--- config.mk ---
export PLATFORM = sky130hd
export DESIGN_NAME = fb_arbiter
export DESIGN_NICKNAME = d
export VERILOG_FILES = /design/src/rtl/fb_pkg.sv /design/src/rtl/fb_arbiter.sv
export SDC_FILE = /design/constraint.sdc
export NUM_CORES = 1
export LEC_CHECK = 0
export BUFFER_PORTS_ARGS = -buffer_cell sky130_fd_sc_hd__buf_2
export CORE_AREA = 5 5 147 149
export DETAILED_ROUTE_END_ITERATION = 16
export DIE_AREA = 0 0 152 154
export GPL_TIMING_DRIVEN = 0
export SLEW_MARGIN = 20
export SYNTH_ARGS = -nofsm -noshare
export SYNTH_HDL_FRONTEND = slang
export SYNTH_SLANG_ARGS = --single-unit
export TNS_END_PERCENT = 10
--- constraint.sdc ---
create_clock -name clk_pix -period 4.25 [get_ports clk_pix]
set_clock_uncertainty 0.15 [all_clocks]
set_input_delay 0.2125 -clock clk_pix [delete_from_list [all_inputs] [get_ports clk_pix]]
set_output_delay 0.2125 -clock clk_pix [all_outputs]
set_load 0.01 [all_outputs]
--- src/rtl/fb_pkg.sv ---
// Framebuffer arbiter shared definitions.
// Display timing constants and the arbiter state encoding.
package fb_pkg;

    localparam int H_RES          = 640;
    localparam int H_TOTAL        = 800;
    localparam int V_RES          = 480;
    localparam int V_TOTAL        = 525;
    localparam int WORDS_PER_LINE = 40;

    typedef enum logic [1:0] {
        ST_IDLE,
        ST_FETCH,
        ST_DRAIN
    } state_t;

endpackage

--- src/rtl/fb_arbiter.sv ---
// Framebuffer RAM arbiter: display line fetch has priority,
// the CPU is served only while the fetch engine is idle.
module fb_arbiter
    import fb_pkg::*;
#(
    parameter int CORDW = 10,
    parameter int ADDRW = 15,
    parameter int DATAW = 64
) (
    input  logic             clk_pix,
    input  logic             rst_pix_n,
    input  logic [CORDW-1:0] sx,
    input  logic [CORDW-1:0] sy,
    input  logic             cpu_valid,
    input  logic             cpu_we,
    input  logic [ADDRW-1:0] cpu_addr,
    input  logic [DATAW-1:0] cpu_wdata,
    output logic             cpu_ready,
    output logic             cpu_rvalid,
    output logic [DATAW-1:0] cpu_rdata,
    output logic             mem_en,
    output logic             mem_we,
    output logic [ADDRW-1:0] mem_addr,
    output logic [DATAW-1:0] mem_wdata,
    input  logic [DATAW-1:0] mem_rdata,
    output logic             lb_we,
    output logic             lb_bank,
    output logic [5:0]       lb_addr,
    output logic [DATAW-1:0] lb_wdata,
    output logic             fetch_late
);

    state_t           r_state;
    state_t           w_next;
    logic [5:0]       r_word;
    logic [CORDW-1:0] r_row;
    logic             r_lb_we;
    logic             r_lb_bank;
    logic [5:0]       r_lb_addr;
    logic             r_rvalid;
    logic             r_late;

    logic             w_trig;
    logic             w_idle;
    logic             w_last;
    logic             w_cpu_go;
    logic [CORDW-1:0] w_row;
    logic [ADDRW-1:0] w_fetch_addr;

    assign w_trig = (sx == CORDW'(H_RES)) &&
                    ((sy < CORDW'(V_RES - 1)) ||
                     (sy == CORDW'(V_TOTAL - 1)));
    assign w_row  = (sy == CORDW'(V_TOTAL - 1)) ?
                    '0 : sy + CORDW'(1);
    assign w_idle = (r_state == ST_IDLE);
    assign w_last = (r_word == 6'(WORDS_PER_LINE - 1));

    // CPU is only granted while idle, not triggering and out of reset
    assign w_cpu_go = rst_pix_n && w_idle && !w_trig && cpu_valid;

    assign w_fetch_addr = ADDRW'(r_row) * ADDRW'(WORDS_PER_LINE) +
                          ADDRW'(r_word);

    // State register
    always_ff @(posedge clk_pix or negedge rst_pix_n) begin
        if (!rst_pix_n) r_state <= ST_IDLE;
        else            r_state <= w_next;
    end

    // Next-state: trigger starts a fetch, last word drains, drain returns
    always_comb begin
        w_next = r_state;
        case (r_state)
            ST_IDLE:  if (w_trig) w_next = ST_FETCH;
            ST_FETCH: if (w_last) w_next = ST_DRAIN;
            ST_DRAIN: w_next = ST_IDLE;
            default:  w_next = ST_IDLE;
        endcase
    end

    // RAM port mux: fetch reads while fetching, otherwise granted CPU access
    always_comb begin
        mem_en    = 1'b0;
        mem_we    = 1'b0;
        mem_addr  = '0;
        mem_wdata = '0;
        cpu_ready = w_cpu_go;
        if (r_state == ST_FETCH) begin
            mem_en   = 1'b1;
            mem_addr = w_fetch_addr;
        end else if (w_cpu_go) begin
            mem_en    = 1'b1;
            mem_we    = cpu_we;
            mem_addr  = cpu_addr;
            mem_wdata = cpu_wdata;
        end
    end

    // Word counter and latched row for the line being fetched
    always_ff @(posedge clk_pix or negedge rst_pix_n) begin
        if (!rst_pix_n) begin
            r_word <= '0;
            r_row  <= '0;
        end else if (w_idle && w_trig) begin
            r_word <= '0;
            r_row  <= w_row;
        end else if (r_state == ST_FETCH && !w_last) begin
            r_word <= r_word + 6'd1;
        end
    end

    // Read-return tagging: each RAM read lands one cycle later
    always_ff @(posedge clk_pix or negedge rst_pix_n) begin
        if (!rst_pix_n) begin
            r_lb_we   <= 1'b0;
            r_lb_bank <= 1'b0;
            r_lb_addr <= '0;
            r_rvalid  <= 1'b0;
        end else begin
            r_lb_we   <= (r_state == ST_FETCH);
            r_lb_bank <= r_row[0];
            r_lb_addr <= r_word;
            r_rvalid  <= w_cpu_go && !cpu_we;
        end
    end

    // Sticky overrun flag: line start or new trigger while still busy
    always_ff @(posedge clk_pix or negedge rst_pix_n) begin
        if (!rst_pix_n)
            r_late <= 1'b0;
        else if (!w_idle && (sx == '0 || w_trig))
            r_late <= 1'b1;
    end

    assign lb_we      = r_lb_we;
    assign lb_bank    = r_lb_bank;
    assign lb_addr    = r_lb_addr;
    assign lb_wdata   = r_lb_we ? mem_rdata : '0;
    assign cpu_rvalid = r_rvalid;
    assign cpu_rdata  = r_rvalid ? mem_rdata : '0;
    assign fetch_late = r_late;

endmodule
* Word level (Yosys, flattened, before mapping) *
Index checks and enable logic that the tools add are counted.
W data, S select, Z words.

word-level totals
  output and inout port bits = 220
  word-level logic and storage cells = 53
  input port bits = 167
  register bits = 28

cells by class
  equality and inequality tests = 6
  $mul = 1
  $add $sub $neg = 3
  multiplexer cells = 16
  order comparisons = 1
  reduce and logical (&&, ||, !) cells = 18

operators by type and width
  cell                     count
  $mux W64                 4
  $mux W15                 2
  $eq A10 B10 Y1 const B   2
  $add A15 B6 Y15          1
  $mul A10 B3 Y12 const B  1
  $mux W6                  2
  $add A10 B1 Y10 const B  1
  $logic_not A10 Y1        1
  $lt A10 B9 Y1 const B    1
  $mux W10                 1
  $logic_and A1 B1 Y1      8
  $add A6 B1 Y6 const B    1
  $eq A6 B6 Y1 const B     1
  $logic_not A1 Y1         4
  $mux W1                  4
  $mux W2                  2
  $ne A2 B2 Y1 const B     2
  $pmux W2 S2              1
  $eq A2 B1 Y1 const B     1
  $logic_not A2 Y1         1
  $logic_or A1 B1 Y1       2
  $reduce_and A2 Y1        1
  $reduce_bool A2 Y1       1

* Logic depth before layout (Yosys ltp) *
  depth in word-level cells = 8
  gate-level depth with buffers = 9
  gate-level depth less buffers = 9

* Worst setup path after synthesis *
No wires, ideal clock.

  path kind = reg2out
  start = register r_row[1]
  end = output mem_addr[14]
  required time = 3.888 ns
  cell stages (with the launch flop) = 10
  path slack = 1.119 ns
  data arrival time = 2.768 ns
  buffers on the path = 0
  path through = dfrtp_1 > ha_1 > ha_1 > fa_1 > a211o_1 > and2_4 > o311ai_4 > nand2_2 > or4_1 > nand3_1

between the ends
  longest elaborated chain between the ends = 3

ends and longest elaborated chain
  item                    RTL line           source
  from (decl)             fb_arbiter.sv:36   logic [CORDW-1:0] r_row;
  from (signal assigned)  fb_arbiter.sv:106  r_row <= w_row;
  $mul A10 B3 Y12         fb_arbiter.sv:61   assign w_fetch_addr = ADDRW'(r_row) * ADDRW'(WORDS_PER_LINE) +
  $add A15 B6 Y15         fb_arbiter.sv:61
  $mux W15                fb_arbiter.sv:88   if (r_state == ST_FETCH) begin
  to (decl)               fb_arbiter.sv:23   output logic [ADDRW-1:0] mem_addr,

Every way passes these cells.

* Worst setup path in the final report *
Same ends and word-level chain as after synthesis.

==> impl_metrics.csv <==
group,metric,value,unit
run_status,status,"completed",
synth,syn_area,3400,µm²
cts,insertion_delay,0.26,ns
die,die-area,23410,µm²
worst_setup_path,startpoint_type,"flip-flop",
routing,routed_via_density,4.135,
job,cap_violations,0,
cells_and_area,areaGrowthSynthToFinish,70.37,%
cells_and_area,layout-drive-gt1-share,0.4774,
cts,cts_sinks,28,
worst_setup_path,reg2reg_from,"r_state[1]$_DFFE_PN0P_",
cts,cts_tree,"yes",
synth,synth_cell_types,48,
synth,synth_area_leaders,"and2_1 (36%), dfrtp_1 (21%), ha_1 (8.1%)",
timing,hold_viol,0,
synth,synth_edf_count,0,
cells_and_area,ff_latch_area,700.7,µm²
cts,clockRootBuffer,"clkbuf_16",
die,num_rows,52,
synth,synth.avg_cell_area,7.571,µm²
worst_setup_path,cp-end-kind,"primary output",
synth,synthArstFlopShare,1.000,
worst_setup_path,critPathBufInv,1,
timing,relSlewSlack,0.4618,
worst_setup_path,crit_chain,"ha_1 -> ha_1 -> fa_1 -> a211o_1 -> and2_4 -> o311ai_4 -> nand2_2 -> or4_1 -> nand3_1 -> buf_2",
worst_setup_path,cp_common_cell,"ha_1",
timing,worst_slew_pin_slew,0.8043,ns
routing,num_vias,4602,
synth,synth_ff_type,"dfrtp_1",
synth,yosys.area.top_type,"and2_1",
place,numPortBuffers,386,
global_routing,grtUsageTotal,0.1480,
global_routing,grt_pass1_vias,4770,
die,coreArea,20040,µm²
cts,clk_pin_slew,0.07,ns
die,die_w,152,µm
worst_setup_path,required,3.89,ns
synth,syn_nets,640,
cells_and_area,final_util,0.2890,
worst_setup_path,cp_data_arrival_time,3.38,ns
global_routing,grt_pass1_wl,28010,µm
worst_setup_path,slowest_stage,"or4_1",
routing,dr.first_iter.drc_count,224,
cells_and_area,n_fill_cell,2254,
routing,antenna_left,0,
timing,slew_violations,0,
power_and_ir_drop,power_density,135.5,nW/µm²
worst_setup_path,crit_fanout,4,
routing,routed_wl,18590,µm
die,initial_core_util,0.1696,
synth,synth.top_cell.area_share,0.3607,
timing,min_period,3.739,ns
timing,setup_violations,0,
global_routing,antenna_found_initial,6,
place,dpl.hpwl,16380,µm
power_and_ir_drop,p_leak,3.475,nW
cells_and_area,multi_input_area,2569,µm²
routing,wire_per_inst,16.71,µm
worst_setup_path,cp-startpoint,"r_row[1]$_DFFE_PN0P_",
timing,rsz0062_at_grt,"false",
synth,yosys_register_bits,28,
timing,fin_crit_sh,0.8797,
cts,cts.path.max_buffers,2,
cts,cts_buffers,3,
worst_setup_path,critPathTopFamily,"adder cells",
worst_hold_path,hold_start,"cpu_we",
timing,fmax,267.5,MHz
worst_setup_path,slowest_delay,0.53,ns
place,gp_congestion,0.8833,
global_routing,grt_start_max_net_pins,30,
die,dieHeight,154,µm
cts,htree_levels,1,
worst_setup_path,worstSetupPathType,"reg2out",
cts,cts_resized,0,
worst_hold_path,min_path_type,"in2reg",
routing,dr.pass1.iters,4,
routing,remaining_drc_errors,0,
cells_and_area,fin_nets,1032,
global_routing,grt_overflow,0,
synth,ys_warn_count,0,
synth,yosysSeqAreaShare,0.2061,
synth,yosysMostFrequentCell,"and2_1",
timing,tns,0,ns
die,pin_count,387,
synth,syn_inst,449,
power_and_ir_drop,ir_drop,162.9,µV
synth,ys_top_cells_by_count,"and2_1 (196), nand2_1 (31), dfrtp_1 (28), clkbuf_1 (23), ha_1 (22)",
-- flip-flops by register name, indices dropped and copies added, names as in the netlist --
signal / cells
r_row: 10
r_word: 6
fetch_late: 1
r_state: 2
lb_addr: 6
lb_we: 1
lb_bank: 1
cpu_rvalid: 1
-- layout make-up --
class	count	area share
repair buffers	387	0.3353
clock buffers	3	0.01296
multi-input cells	388	0.4435
inverters	7	0.004537
clock inverters	1	0.005185
plain buffers	26	0.01793
well taps	270	0.05833
flip-flops and latches	28	0.1210
diodes	3	0.001296
-- per-stage QoR --
stage                     hold slack (ns)  std cells  total power [mW]  cell area, µm²  worst slack (ns)
after floorplan                   -0.2331        449            0.3589            3400             1.119
after global placement             0.1235       1105            0.5140            5669            0.8315
after detailed placement           0.1290       1105            0.5150            5669            0.8123
after CTS                         0.01524       1110            0.7917            5784            0.5259
after global routing              0.01494       1112            0.8301            5789            0.3600
final                             0.02256       1113            0.7845            5792            0.5115
-- worst register-to-register path, cell delays in order, from the launching register on --
cell and delay [ns]:
dfrtp_1 0.38, nand2b_1 0.25, inv_1 0.20, clkbuf_1 0.47
nand4_1 0.20, xnor2_1 0.17, nor2_1 0.06
-- where the power goes --
part           switching, mW  internal [mW]
Clock                 0.0888          0.187
Sequential           0.00112          0.268
Combinational          0.122          0.118
-- metal layers --
metal | vias to the layer above | wire, µm | global-route usage
li1 | 2264 | - | -
met1 | 2052 | 7592 | 0.1809
met2 | 258 | 8729 | 0.2504
met3 | 24 | 1899 | 0.05340
met4 | 4 | 351 | 0.03296
met5 | - | 21 | 0
-- path summary, 6_finish.rpt --
check | cells past startpoint | end | slack (ns)
setup / recovery | 10 | mem_addr[14] | 0.51
hold / removal | 2 | cpu_rvalid$_DFF_PN0_ | 0.02
setup reg to reg | 6 | r_word[4]$_DFFE_PN0P_ | 2.27
hold reg to reg | 1 | fetch_late$_DFFE_PN0P_ | 0.33
max in group asynchronous | 2 | lb_we$_DFF_PN0_ | 3.16
min in group asynchronous | 2 | r_row[0]$_DFFE_PN0P_ | 0.36
-- cells in the final DEF, fill, tap and decap left out, drive strengths merged, types with 2 or more instances in the layout --
master	netlist	layout
a211oi	3	3
a21o	3	3
a21oi	7	7
a22o	4	4
a41o	2	2
and2	197	197
and3	2	2
buf	3	389
clkbuf	23	26
dfrtp	28	28
diode	0	3
fa	2	2
ha	22	22
inv	7	7
nand2	33	33
nand2b	4	4
nand3	9	9
nand4	6	6
nor2	15	15
nor2b	2	2
nor3	4	4
nor3b	4	4
nor4	3	3
o21a	2	2
o21ai	26	26
o311ai	2	2
or3	2	2
xnor2	8	8
xor2	14	14
-- repair_timing --
item | 4_1_cts | 5_1_grt
endpoints found under the setup margin | 0 | 0
setup buffers | 0 | 0
hold buffers | 1 | 0
endpoints found under the hold margin | 28 | 0
-- logic make-up after synthesis --
kind of cell	count (synthesis)	share of synthesized area
buffers and inverters	33	0.03828
AOI/OAI and AO/OA	56	0.1123
and+or+nand+nor	286	0.4939
DFF	28	0.2061
adders and majority gates	24	0.09275
xor gates and xnor gates	22	0.05668
Note: power is estimated with default switching activity, not from simulation.
